### src/rtl/cnn_pkg.sv
// Shared CNN definitions: Q4.16 data format, layer-2 memory select, FC state encoding,
// and the rounding/saturation helpers used by the output stages.
package cnn_pkg;
    localparam int DW   = 20;
    localparam int FRAC = 16;
    localparam int ACCW = 48;
    localparam int CAW  = 12;
    localparam int WAW  = 14;
    localparam int OIW  = 2;
    localparam logic [2:0] CSEL_L2 = 3'b101;

    typedef enum logic [2:0] {
        S_IDLE, S_LOAD, S_BIAS, S_DRAIN, S_POST, S_WRITE, S_DONE
    } fc_state_t;

    // Clamp a wide signed value into the DW-bit signed range.
    function automatic logic signed [DW-1:0] sat20(input logic signed [ACCW-1:0] v);
        logic signed [ACCW-1:0] hi, lo;
        hi = ACCW'(2**(DW-1)-1);
        lo = ~hi;
        if (v > hi)
            return {1'b0, {(DW-1){1'b1}}};
        else if (v < lo)
            return {1'b1, {(DW-1){1'b0}}};
        else
            return v[DW-1:0];
    endfunction

    // Drop FRAC fraction bits with round-half-up; result stays full width for saturation.
    function automatic logic signed [ACCW-1:0] round_q16(input logic signed [ACCW-1:0] acc);
        logic signed [ACCW-1:0] sh, half;
        sh   = acc >>> FRAC;
        half = {{(ACCW-1){1'b0}}, acc[FRAC-1]};
        return sh + half;
    endfunction
endpackage

### src/rtl/fc_mac.sv
// Three-stage multiply-accumulate: operand register, full-width product register,
// then accumulate. Only clr empties the accumulator.
module fc_mac
    import cnn_pkg::*;
(
    input  logic                   clk,
    input  logic                   reset,
    input  logic                   en,
    input  logic                   clr,
    input  logic signed [DW-1:0]   a,
    input  logic signed [DW-1:0]   b,
    output logic signed [ACCW-1:0] acc
);
    localparam int STAGES = 1;

    logic [STAGES:0]         vld_pipe;
    logic signed [DW-1:0]    a_q, b_q;
    logic signed [2*DW-1:0]  prod_q;

    always_ff @(posedge clk or negedge reset) begin
        if (!reset) begin
            vld_pipe <= '0;
            a_q      <= '0;
            b_q      <= '0;
            prod_q   <= '0;
            acc      <= '0;
        end else begin
            vld_pipe <= {vld_pipe[STAGES-1:0], en};
            if (en) begin
                a_q <= a;
                b_q <= b;
            end
            if (vld_pipe[0])
                prod_q <= a_q * b_q;
            if (clr)
                acc <= '0;
            else if (vld_pipe[STAGES])
                acc <= acc + ACCW'(prod_q);
        end
    end
endmodule

### src/rtl/fc_layer.sv
// Fully-connected output stage: streams the flattened feature map once per neuron,
// accumulates the dot product, then applies round, saturate, bias and ReLU.
module fc_layer
    import cnn_pkg::*;
#(
    parameter int N_IN    = 2048,
    parameter int NUM_OUT = 4
) (
    input  logic            clk,
    input  logic            reset,
    input  logic            start,
    output logic            busy,
    output logic            done,
    output logic            crd,
    output logic [2:0]      csel,
    output logic [CAW-1:0]  caddr_rd,
    input  logic [DW-1:0]   cdata_rd,
    output logic [WAW-1:0]  waddr,
    input  logic [DW-1:0]   wdata,
    output logic            ovalid,
    output logic [OIW-1:0]  oidx,
    output logic [DW-1:0]   odata
);
    localparam int IW = $clog2(N_IN);
    localparam int NW = (NUM_OUT > 1) ? $clog2(NUM_OUT) : 1;
    localparam logic [IW-1:0] I_LAST = IW'(N_IN - 1);
    localparam logic [NW-1:0] N_LAST = NW'(NUM_OUT - 1);

    fc_state_t               state, state_nx;
    logic [IW-1:0]           i_cnt;
    logic [NW-1:0]           n_cnt;
    logic                    dcnt;
    logic                    mac_clr;
    logic signed [ACCW-1:0]  acc;
    logic signed [DW-1:0]    bias_q, r_sat, y_sat;
    logic [DW-1:0]           odata_q;

    fc_mac u_mac (
        .clk   (clk),
        .reset (reset),
        .en    (crd),
        .clr   (mac_clr),
        .a     (cdata_rd),
        .b     (wdata),
        .acc   (acc)
    );

    always_comb begin
        state_nx = state;
        mac_clr  = 1'b0;
        case (state)
            S_IDLE:  if (start) begin
                         state_nx = S_LOAD;
                         mac_clr  = 1'b1;
                     end
            S_LOAD:  if (i_cnt == I_LAST) state_nx = S_BIAS;
            S_BIAS:  state_nx = S_DRAIN;
            S_DRAIN: if (dcnt) state_nx = S_POST;
            S_POST:  state_nx = S_WRITE;
            S_WRITE: if (n_cnt == N_LAST) state_nx = S_DONE;
                     else begin
                         state_nx = S_LOAD;
                         mac_clr  = 1'b1;
                     end
            S_DONE:  state_nx = S_IDLE;
            default: state_nx = S_IDLE;
        endcase
    end

    always_ff @(posedge clk or negedge reset) begin
        if (!reset) state <= S_IDLE;
        else        state <= state_nx;
    end

    // The feature index holds its last value until the next neuron's LOAD entry.
    always_ff @(posedge clk or negedge reset) begin
        if (!reset) begin
            i_cnt   <= '0;
            n_cnt   <= '0;
            dcnt    <= 1'b0;
            bias_q  <= '0;
            odata_q <= '0;
        end else begin
            if (mac_clr)
                i_cnt <= '0;
            else if (state == S_LOAD && i_cnt != I_LAST)
                i_cnt <= i_cnt + 1'b1;
            if (state == S_IDLE && start)
                n_cnt <= '0;
            else if (state == S_WRITE && n_cnt != N_LAST)
                n_cnt <= n_cnt + 1'b1;
            dcnt <= (state == S_DRAIN) ? ~dcnt : 1'b0;
            if (state == S_BIAS)
                bias_q <= wdata;
            if (state == S_POST)
                odata_q <= y_sat[DW-1] ? '0 : y_sat;
        end
    end

    assign r_sat = sat20(round_q16(acc));
    assign y_sat = sat20(ACCW'(r_sat) + ACCW'(bias_q));

    // N_IN is a power of two, so neuron*N_IN+i is a plain concatenation.
    assign crd      = (state == S_LOAD);
    assign csel     = crd ? CSEL_L2 : 3'b000;
    assign caddr_rd = CAW'(i_cnt);
    assign waddr    = (state == S_BIAS) ? WAW'(NUM_OUT * N_IN) + WAW'(n_cnt)
                                        : WAW'({n_cnt, i_cnt});
    assign ovalid   = (state == S_WRITE);
    assign oidx     = OIW'(n_cnt);
    assign odata    = odata_q;
    assign done     = (state == S_DONE);
    assign busy     = (state != S_IDLE);
endmodule
### config.mk
export PLATFORM = sky130hd
export DESIGN_NAME = fc_layer
export DESIGN_NICKNAME = d
export VERILOG_FILES = /design/src/rtl/cnn_pkg.sv /design/src/rtl/fc_mac.sv /design/src/rtl/fc_layer.sv
export SDC_FILE = /design/constraint.sdc
export NUM_CORES = 2
export LEC_CHECK = 0
export ABC_AREA = 1
export BUFFER_PORTS_ARGS = -buffer_cell sky130_fd_sc_hd__buf_4
export CAP_MARGIN = 40
export CORE_MARGIN = 8
export CORE_UTILIZATION = 43
export DETAILED_ROUTE_END_ITERATION = 7
export PLACE_DENSITY = 0.63
export SLEW_MARGIN = 25
export SYNTH_ARGS = -nofsm -noshare
export SYNTH_HDL_FRONTEND = slang
export SYNTH_SLANG_ARGS = --single-unit
### constraint.sdc
create_clock -name clk -period 7.5 [get_ports clk]
set_input_delay 0.375 -clock clk [delete_from_list [all_inputs] [get_ports clk]]
set_output_delay 0.375 -clock clk [all_outputs]
set_load 0.02 [all_outputs]
## Yosys cells after proc, flatten, opt, wreduce, memory -nomap -nowiden

Cells that the tools add are included.

- Register bits after elaboration: 187
- Latch bits: 0
- Bits in writable memories: 0
- Bits in read-only memories: 0
- Input bits: 43
- Output and inout bits: 55
- Word-level logic and storage cells: 67
- Memories: 0

- Add/subtract/negate cells: 6
- $mul: 1
- Divide/modulo/power cells: 0
- $lt $le $gt $ge: 4
- Equality and inequality tests: 13
- Shifts and indexed selects: 0
- Mux-type cells: 22
- Bitwise gates (word level): 1
- Reductions and logical operators: 9

Operator list:

| cell | number |
|---|---|
| $mux 48 | 2 |
| $mux 20 | 4 |
| $add 48x40->48 | 1 |
| $mul 20x20->40 | 1 |
| $add 32x2->33 | 1 |
| $gt 33x20->1 const B | 1 |
| $lt 33x20->1 const B | 1 |
| $mux 11 | 2 |
| $add 20x20->21 | 1 |
| $gt 21x20->1 const B | 1 |
| $lt 21x20->1 const B | 1 |
| $mux 19 | 1 |
| $pmux 3 s6 | 1 |
| $mux 3 | 5 |
| $add 14x2->14 const A | 1 |
| $mux 14 | 1 |
| $add 11x1->11 const B | 1 |
| $eq 11x11->1 const B | 1 |
| $ne 11x11->1 const B | 1 |
| $eq 3x3->1 const B | 3 |
| $eq 3x2->1 const B | 2 |
| $ne 2x2->1 const B | 3 |
| $reduce_bool 2->1 | 3 |
| $mux 2 | 2 |
| 11 further kinds | 15 |

## Longest topological paths before layout

- Word-level depth: 9
- Depth in mapped cells: 32
- Gate-level depth less buffers: 31

## Cells and area by module

From an unflattened synthesis, not the netlist that was laid out.

- Cell total of the unflattened synthesis: 4,406
- Area total of the unflattened synthesis: 30,768.3 µm²

By module, submodules not included:

| module | times used | cells an instance | area each (µm²) | seq. area each (µm²) |
|---|---|---|---|---|
| fc_mac | 1 | 3,600 | 25,758.5 | 3,253.1 |
| fc_layer | 1 | 806 | 5,009.8 | 1,401.3 |

## Worst setup path before layout

OpenSTA, ideal clock, no wires.

- Path type: register -> register
- Start point: register u_mac.a_q[19]
- End point: register u_mac.prod_q[39]
- Setup time: 118 ps
- Arrival time: 6,163 ps
- Required time: 7,382 ps
- Path slack: 1,219 ps
- Stages on the path, launching flop included: 26
- Path buffers: 1
- Path through: dfrtp_1 > clkbuf_1 > nand2_1 > fa_1 > inv_1 > fa_1 > inv_1 > fa_1 > inv_1 > fa_1 > inv_1 > fa_1 > fa_1 > inv_1 > fa_1 > ha_1 > inv_1 > o21bai_1 > a21oi_1 > nand2_1 > a21oi_1 > nand2_1 > nor2_1 > nand3_1 > nand3_1 > nand2_1

- Cells in the longest elaborated chain, start to end: 1

Ends and longest elaborated chain:

| what | line | source |
|---|---|---|
| from (decl) | fc_mac.sv:17 | `logic signed [DW-1:0] a_q, b_q;` |
| from (signal assigned) | fc_mac.sv:23 | `a_q <= '0;` |
| from (signal assigned) | fc_mac.sv:30 | `a_q <= a;` |
| $mul 20x20->40 | fc_mac.sv:34 | `prod_q <= a_q * b_q;` |
| to (signal assigned) | fc_mac.sv:34 |  |
| to (decl) | fc_mac.sv:18 | `logic signed [2*DW-1:0] prod_q;` |

No other way between the ends.
A chain may end at the register's enable or synchronous reset.

## Worst setup path after layout

- Start point: register u_mac.b_q[10]
- End point: register u_mac.prod_q[39]

- Cells in the longest elaborated chain, start to end: 1

Ends and longest elaborated chain:

| what | line | source |
|---|---|---|
| from (decl) | fc_mac.sv:17 |  |
| from (signal assigned) | fc_mac.sv:24 | `b_q <= '0;` |
| from (signal assigned) | fc_mac.sv:31 | `b_q <= b;` |
| $mul 20x20->40 | fc_mac.sv:34 |  |

No other way between the ends.

==> metrics.cfg <==
[worst_setup_path]
critPathRequiredTime_ns=7.88
cp-start-kind=register
cp_max_fo=14
cp.arrival_ns=7.42
worst-setup-path-type=reg2reg
cp-end-kind=register

[final_layout]
post_layout_nonfiller_instances=4987
layout-drive-gt1-share=0.0581
fillers=6956
most-common-layout-cells=1303 x nand2_1, 829 x inv_1, 422 x fa_1, 267 x nor2_1, 186 x dfrtp_1
fin_nets=4746
fin_area_um2=31500
syn2layout_area_growth_pct=8.42
layout_commonest_cell=nand2_1

[logic_synthesis]
syn_area_um2=29000
seq_area_frac_synth=0.160
async_flop_share=1.00
synth_cell_types=44
synth_edf_count=0
syn-instance-count=4042
yosysWarnings=0
synth.avg_cell_area_um2=7.18
synth_flop_cell=dfrtp_1
ys_ff_latch=186

[timing]
finClkSkew_ns=0.0228
min_period_ns=7.04
rsz0062_at_grt=false
max_freq_mhz=142
fin_crit_sh=0.939
setup_viol=0
holdWs_ns=0.0718
relSlewSlack=0.418
slew_viol_final=0
finalSetupTns_ns=0
worst_pin_slew_ns=0.874
hold_viol_final=0

[cts]
cts_buffers=17
clkTransAtPathRegs_ns=0.09
clock_path_buffers=2
clk_latency_ns=0.50
clkSinkCount=186
cts_tree=built
cts_setup_buffers=0
ctsResizeCount=0
root_buffer=clkbuf_16
htreeDepth=4
hold_buffers=1

[floorplan]
die_area_um2=76100
die_x_um=276
core_um2=67000
rows=95
initial_core_util=0.433
fp.dieH_um=276
io_pins=98

[detailed_routing]
post_drt_wl_per_cell_um=18.2
vias=25500
viasPerCell=5.12
first_iter_violations=1911
drt-total-wl_um=90900
ant_nets=0
drtPass1Iterations=6
drc_errors=0

[placement]
dpl.hpwl_um=76400
dp_cells=4951
gp_congestion=0.997
placed_area_um2=30800
io_buffers=94

[grt]
grt_start_max_net_pins=102
grt_usage=0.245
grt_pass1_vias=26200
overflow=0
grt_pass1_wl_um=145000
antenna_found_initial=2

[flow_run]
drv_cap=0

[outcome]
outcome=completed

[worst_hold_path]
hold_path_class=in2reg

[path summary, 6_finish.rpt]
kind                                    start                to  slack, ns  cells after the start
worst min-delay path             cdata_rd[12]     u_mac.a_q[12]       0.07                      3
worst max-delay path            u_mac.b_q[10]  u_mac.prod_q[39]       0.46                     21
worst min register to register           dcnt              dcnt       0.45                      1
min in group asynchronous               reset     u_mac.acc[38]       0.25                      2
max in group asynchronous               reset     u_mac.a_q[11]       6.31                      3
worst max register to register  u_mac.b_q[10]  u_mac.prod_q[39]       0.46                     21
[worst max-delay path, stage by stage (launching register included)]
cell and delay, ns:
dfrtp_1 0.72, buf_4 0.27, nand2_1 0.08, fa_1 0.62
inv_1 0.07, fa_1 0.57, buf_4 0.23, fa_1 0.55
fa_1 0.44, fa_1 0.52, fa_1 0.57, fa_1 0.42
ha_1 0.44, nand2_1 0.13, nor2_1 0.34, nand2_1 0.21
nor2_1 0.18, nand3_1 0.20, nand3_1 0.14, nand2_1 0.06
nand3_1 0.07, nand2_1 0.05
[flip-flops by register name (all words and copies together), names as in the netlist]
register / flops
state: 3
u_mac.prod_q: 40
dcnt: 1
bias_q: 20
u_mac.b_q: 20
u_mac.acc: 48
oidx: 2
u_mac.vld_pipe: 2
u_mac.a_q: 20
i_cnt: 11
odata: 19
[cell families after synthesis]
| logic type | share of synthesized area |
|---|---|
| XOR/XNOR | 0.0154 |
| AND/OR/NAND/NOR | 0.258 |
| AO/OA/AOI/OAI | 0.0724 |
| buffers and inverters | 0.125 |
| adder cells (fa/ha/maj) | 0.369 |
| flip-flops | 0.160 |
| other | 0.000129 |
[cell type report]
class / instances / area [um2] / area share
inverter: 833 / 3130 / 0.0993
clock buffer: 19 / 443 / 0.0141
tap: 873 / 1090 / 0.0347
clock inverter: 13 / 154 / 0.00489
sequential: 186 / 4650 / 0.148
antenna: 1 / 2.50 / 0.0000795
multi-input combinational: 2904 / 20800 / 0.660
timing repair buffer: 158 / 1230 / 0.0392
[per-stage QoR]
step	setup WS (ns)	util
3_3_place_gp	0.404	0.460
4_1_cts	0.480	0.469
2_1_floorplan	1.22	-
6_report	0.461	0.470
3_5_place_dp	0.502	0.460
5_1_grt	0.0913	0.470
[cell usage after synthesis, types with 4 or more instances]
library cell	instances	share of area
fa_1	422	0.29
a21oi_1	164	0.028
a21o_1	4	0.0010
nor3_1	29	0.0050
nor2_1	268	0.035
clkbuf_1	106	0.014
nand3b_1	27	0.0070
nand2_2	7	0.0015
nor2_2	7	0.0015
inv_1	830	0.11
xor2_1	25	0.0075
or2_2	25	0.0054
o21bai_1	11	0.0028
o22ai_1	6	0.0013
ha_1	181	0.078
dfrtp_1	186	0.16
buf_2	5	0.00086
xnor2_1	26	0.0078
nand2_1	1303	0.17
o21ai_0	185	0.032
nor4_1	6	0.0013
a31oi_1	14	0.0030
nand4_1	36	0.0078
nand3_1	128	0.022
buf_4	5	0.0013
[layer usage]
metal / part of all wire / vias up / track usage
li1: - / 12300 / -
met1: 0.43 / 12400 / 0.322
met2: 0.48 / 751 / 0.415
met3: 0.057 / 158 / 0.0306
met4: 0.035 / 0 / 0.0848
met5: 0 / - / 0
Power is not shown: default switching activity piles up to over one toggle a cycle in this logic, so the estimate is an artifact.
